### src/rtl/edge_detect.sv
// Streaming Sobel edge classifier: 3x3 RGB window in, registered intensity
// window and centre-pixel edge flag out. Two-stage pipeline, no stalls.

// Per-pixel RGB -> 8-bit intensity, I = (R + 2G + B) >> 2.
module edge_intensity (
  input  logic [23:0] pix,
  output logic [7:0]  inten
);
  logic [9:0] sum;
  logic [1:0] unused_frac;

  // Full-precision weighted sum; dropping the two LSBs is the divide by 4.
  assign sum = {2'b0, pix[23:16]} + {1'b0, pix[15:8], 1'b0} + {2'b0, pix[7:0]};
  assign {inten, unused_frac} = sum;
endmodule

module edge_detect (
  input  logic         clk,
  input  logic         n_rst,
  input  logic [215:0] pixelData,
  input  logic [7:0]   iThreshold,
  output logic [71:0]  iGrid,
  output logic         isEdge
);
  // Element 8 sits in the top byte, so pixel p lives at index 8-p.
  logic [8:0][7:0] grid_d;
  logic [8:0][7:0] grid_q;

  logic [7:0] q0, q1, q2, q3, q5, q6, q7, q8;
  logic [9:0] gx_p, gx_n, gy_p, gy_n;
  logic signed [10:0] gx, gy;
  logic [10:0] ax, ay, mag;

  // Stage 1: one intensity converter per window pixel.
  for (genvar p = 0; p < 9; p++) begin : g_px
    edge_intensity u_int (
      .pix   (pixelData[215-24*p -: 24]),
      .inten (grid_d[8-p])
    );
  end

  // Stage 1 register: intensity window.
  always_ff @(posedge clk or negedge n_rst) begin
    if (!n_rst) grid_q <= '0;
    else        grid_q <= grid_d;
  end

  assign iGrid = grid_q;

  assign q0 = grid_q[8];
  assign q1 = grid_q[7];
  assign q2 = grid_q[6];
  assign q3 = grid_q[5];
  assign q5 = grid_q[3];
  assign q6 = grid_q[2];
  assign q7 = grid_q[1];
  assign q8 = grid_q[0];

  // Stage 2 combinational Sobel: each half-kernel sum is at most 1020, so
  // 10 bits per side and an 11-bit signed difference cannot overflow.
  always_comb begin
    gx_p = {2'b0, q2} + {1'b0, q5, 1'b0} + {2'b0, q8};
    gx_n = {2'b0, q0} + {1'b0, q3, 1'b0} + {2'b0, q6};
    gy_p = {2'b0, q6} + {1'b0, q7, 1'b0} + {2'b0, q8};
    gy_n = {2'b0, q0} + {1'b0, q1, 1'b0} + {2'b0, q2};
    gx   = $signed({1'b0, gx_p}) - $signed({1'b0, gx_n});
    gy   = $signed({1'b0, gy_p}) - $signed({1'b0, gy_n});
    ax   = gx[10] ? (~gx + 11'sd1) : gx;
    ay   = gy[10] ? (~gy + 11'sd1) : gy;
    mag  = ax + ay;
  end

  // Stage 2 register: strict compare against the threshold present now.
  always_ff @(posedge clk or negedge n_rst) begin
    if (!n_rst) isEdge <= 1'b0;
    else        isEdge <= (mag > {3'b0, iThreshold});
  end
endmodule

### config.mk
export PLATFORM = sky130hd
export DESIGN_NAME = edge_detect
export DESIGN_NICKNAME = d
export VERILOG_FILES = /design/src/rtl/edge_detect.sv
export SDC_FILE = /design/constraint.sdc
export NUM_CORES = 1
export LEC_CHECK = 0
export BUFFER_PORTS_ARGS = -buffer_cell sky130_fd_sc_hd__buf_2
export CAP_MARGIN = 30
export CORE_MARGIN = 2
export CORE_UTILIZATION = 43
export DETAILED_ROUTE_END_ITERATION = 8
export GPL_TIMING_DRIVEN = 0
export PLACE_DENSITY = 0.75
export SLEW_MARGIN = 15
export SYNTH_ARGS = -nofsm -noshare
export SYNTH_HDL_FRONTEND = slang
export SYNTH_SLANG_ARGS = --single-unit
### constraint.sdc
create_clock -name clk -period 7.4 [get_ports clk]
set_input_delay 0.37 -clock clk [delete_from_list [all_inputs] [get_ports clk]]
set_output_delay 0.37 -clock clk [all_outputs]
set_load 0.1 [all_outputs]
After elaboration in Yosys (flattened, before gate mapping). Index checks and enable logic that the tools add are counted.

Logic and storage cells: 46. Register bits: 73. Input bits: 226. Output and inout bits: 73.

Bitwise operators: 2. Mux-type cells: 2. Order comparisons: 1. Add/subtract/negate cells: 31.

Operators by type and width (count): $add 10x8->10 (13); $add 8x9->10 (13); $add 11x2->11 const B (2); $mux 11 (2); $not 11->11 (2); $sub 10x10->11 (2); $add 11x11->11 (1); $gt 11x8->1 (1).

Depth between registers and ports, before layout.
Word-level depth: 8. Gate-level depth with buffers: 31. Mapped depth without buffers: 31.

Cells and area by module. Synthesis repeated with hierarchy kept, for this count alone.

Cell total of the unflattened synthesis: 945. Area total of the unflattened synthesis: 9595.5 µm².

By module, submodules not included: edge_detect (cells an instance 504, seq. area each 1826.8 µm², area an instance 5432.7 µm², instances 1); edge_intensity (g_px[2].u_int ...) (cells an instance 49, seq. area each 0.0 µm², area an instance 461.7 µm², instances 7); edge_intensity (g_px[0].u_int ...) (cells an instance 49, seq. area each 0.0 µm², area an instance 465.4 µm², instances 2).

Least setup slack after synthesis. OpenSTA, ideal clock, no wires.

Path kind: reg-to-reg. Start: register grid_q, in the netlist q8[4]. End: register isEdge. Setup time: 0.128 ns. Buffers on the path: 0. Arrival time: 6.919 ns. Period minus slack after synthesis: 7.047 ns. Cell stages (with the launch flop): 31. Data required time: 7.272 ns. Setup slack: 0.353 ns. Path through: dfrtp_1 > inv_1 > fa_1 > inv_1 > fa_1 > inv_1 > fa_1 > inv_1 > ha_1 > nand2_1 > nor3_1 > a311oi_2 > o21ai_0 > nand3_1 > nand2_1 > mux2_2 > fa_1 > a21o_1 > a21oi_1 > nor2b_1 > o21a_1 > nor2_1 > xnor2_1 > ha_1 > a21oi_1 > o22ai_1 > a211oi_1 > a41o_1 > o21ai_0 > a311oi_1 > nand2_1.

Longest elaborated chain between the ends: 7. Elaborated cells between the ends (all ways): 12. Classes of those cells: add/sub (7); order compare (1); mux (2); bitwise (2).

Ends and longest elaborated chain: from (decl) (line 27) `logic [8:0][7:0] grid_q;`; from (signal assigned) (line 45) `else grid_q <= grid_d;`; $add 10x8->10 (on tied branches) (line 62, 64); $sub 10x10->11 (on tied branches) (line 66, 67); $not 11->11 (on tied branches) (line 68, 69); $add 11x2->11 (on tied branches) (line 68, 69); $mux 11 (on tied branches) (line 68, 69); $add 11x11->11 * (line 70) `mag = ax + ay;`; $gt 11x8->1 * (line 76) `else isEdge <= (mag > {3'b0, iThreshold});`; to (signal assigned) (line 76); to (decl) (line 23) `output logic isEdge`.

Every way passes the cells marked *; elsewhere a longest branch is shown, timed or not.

Final worst setup path.
Start: register grid_q, in the netlist q6[5]. End: register isEdge.

Longest elaborated chain between the ends: 8. Elaborated cells between the ends (all ways): 13. Classes of those cells: add/sub (8); order compare (1); mux (2); bitwise (2).

Ends and longest elaborated chain: $add 8x9->10 (line 64) `gy_p = {2'b0, q6} + {1'b0, q7, 1'b0} + {2'b0, q8};`; $add 10x8->10 (line 64); $sub 10x10->11 (line 67) `gy = $signed({1'b0, gy_p}) - $signed({1'b0, gy_n});`; $not 11->11 (line 69) `ay = gy[10] ? (~gy + 11'sd1) : gy;`; $add 11x2->11 (line 69); $mux 11 (line 69); $add 11x11->11 * (line 70); $gt 11x8->1 * (line 76).

Marked as above.

==> impl_results.md <==
- Status: finished clean
- Later-pin clock latency in the skew report: 0.34 ns
- IO Port Bufs: between 200 and 300
- Clock-pin slew on the worst setup and hold paths: 0.06 ns
- Vias in the first global route: 7591
- Setup bufs post-CTS: 0
- Antenna Cells: 0
- WL per Instance: 16.0 um
- Die Ht: 149 um
- TritonCTS clock tree: yes
- Setup ws final: ~0.60 ns
- DR iter-0 viols: 202
- Pin count of the biggest net entering global routing: 52
- Pre-Repair DR Iteration Count: 4
- Number of clock sinks: between 70 and 80
- Global-route usage over all layers: 21.9%
- Site row count: 52
- Clk buf depth: 2
- Post-Place Cell Area: 10900 sq um
- Primary FF master, synth: dfrtp_1
- GPL Wtd Cong: 0.846
- Slew @ Worst Pin: 0.531 ns
- Clk Tree Root Cell: clkbuf_16
- Slowest cell delay on critical path: 0.55 ns
- Post-Place Worst Slack: approximately 0.3 ns
- Placed Instances: 1439
- Most frequent cells in the layout: 297 x buf_2, 193 x inv_1, 135 x fa_1
- Critical Path Sink Type: flip-flop
- Most used cell along the critical path: fa_1
- DP HPWL: between 20 and 25 mm
- Final Hold Viols: 0
- Die area: 22100 sq um
- Area Growth Syn to Fin: 24.2%
- Worst setup SP type: flip-flop
- Post-synth ARST share: between 90% and 100%
- CP max FO: 8
- H-tree depth: 3
- Synth Net Count: 1338
- Mapped Area: 9000 sq um
- Unrepaired setup endpoints after global routing: no
- Initial core utilization: 44.2%
- Via-per-instance ratio: 4.86
- Fin crit share: 91.9%
- Period minus WS final: 6.80 ns
- Design Area, Final: about 11000 sq um
- Sequential share of the synthesized area: between 20% and 30%
- Post-synth EDFFs: 0
- Share of post-route cells with drive strength above 1: 27.2%
- Tightest Hold Check Type: in -> reg
- FMAX: 147 MHz
- Routed vias: between 7000 and 8000
- CTS buffer count: 9
- Clock skew: 0.00587 ns
- Slowest CP cell: fa_1
- Critical Path RT: 7.61 ns
- Gate Count Post-Synth: between 800 and 900
- Max-Cap Viols: 0
- Die W: between 100 and 150 um
- Fillcell total: 1796
- Syn Area/Cell: 10.3 sq um
- ANT nets after route: 0
- Nets: 1649
- CORE AREA: about 20000 sq um
- Residual DRC: 0
- Initial antenna violation count: 0
- Final Non-Filler Cells: ~1500
- Final WL: between 20 and 25 mm
- Total global routing overflow: 0
- Most common cell after layout, fill and taps aside: buf_2
- Worst Path Arrival: 7.01 ns
- Count of final setup violators: 0
- Synth warnings: 0
- Final Max Slew Viols: 0
- FF+latch count, synth: 73
- First-pass GRT wire length: 37.1 mm
- Cell variety after synth: 44
- Boundary Pins: 299
- Slew headroom: 64.8%
- Setup CP Type: reg -> reg
- Fin Setup TNS: 0 ns
[cells in the mapped netlist, types with 10 or more instances]
master,number,share of area (%)
nand2_1,26,1.1
a41o_1,10,1.1
nor2_1,25,1.0
fa_1,135,30
nand2b_1,10,0.70
inv_1,193,8.1
xor2_1,36,3.5
a21o_1,26,2.2
nand3_1,13,0.72
ha_1,107,15
a21oi_1,60,3.3
o21bai_1,10,0.83
dfrtp_1,73,20
o21ai_0,33,1.8
xnor2_1,50,4.9
nor2b_1,11,0.76
[cell families (layout without fill, tap and decap cells)]
logic type	after synthesis	after routing	synth area share (%)
flops	73	73	20.3
simple gates	104	104	5.76
xor+xnor	87	87	8.62
buf+inv	194	510	8.09
mux	3	3	0.362
fa+ha+maj	242	242	44.9
compound gates	167	167	11.9
[per-layer routing]
metal,wire length [um],vias up,track usage [%]
met1,8930,3417,24.8
met3,1250,37,4.82
met4,556,0,6.43
li1,-,3430,-
met5,0,-,0
met2,12500,198,41.3
[worst paths after layout]
kind	endpoint	depth (start not counted)	slack [ns]	startpoint
setup / recovery	isEdge	29	0.60	q6[5]
hold / removal	iGrid[39]	3	0.35	pixelData[111]
setup reg to reg	isEdge	29	0.60	q6[5]
hold reg to reg	isEdge	5	1.21	q5[7]
max in group asynchronous	iGrid[39]	3	6.34	n_rst
min in group asynchronous	isEdge	2	0.48	n_rst
[stage by stage]
step                utilization [%]  hold slack (ns)
global placement               53.2            0.688
global route                   54.9            0.353
floorplan                         -           0.0744
detailed placement             53.3            0.306
finish                         54.9            0.349
CTS                            54.8            0.342
[state kept, by name (all words and copies together) (netlist names)]
signal	cells
iGrid	8
isEdge	1
q0	8
q1	8
q2	8
q3	8
q5	8
q6	8
q7	8
q8	8
[timing repair]
| item | in CTS | in global routing |
|---|---|---|
| endpoints found under the hold margin | 22 | 0 |
| hold buffers | 1 | 0 |
| gates resized for setup | 0 | 2 |
| endpoints found under the setup margin | 0 | 1 |
[cell type report]
type                       count  area (sq um)  area share, %
timing repair buffer         300          1530           13.7
tap                          270           338           3.02
multi-input combinational    603          6440           57.7
buffer                         1          3.75         0.0336
clock inverter                 7          77.6          0.694
clock buffer                   9           225           2.02
inverter                     193           724           6.48
sequential                    73          1830           16.4
[worst max-delay path: cells and delay by family (launching register included)]
kind,cells,cell delay (ns)
adder cells (fa/ha/maj),6,2.67
AO/OA/AOI/OAI,11,1.85
multiplexers,1,0.40
buffers and inverters,3,0.23
XOR/XNOR,1,0.14
flip-flops,1,0.43
AND/OR/NAND/NOR,7,0.95
Power is not shown: default switching activity piles up to over one toggle a cycle in this logic, so the estimate is an artifact.
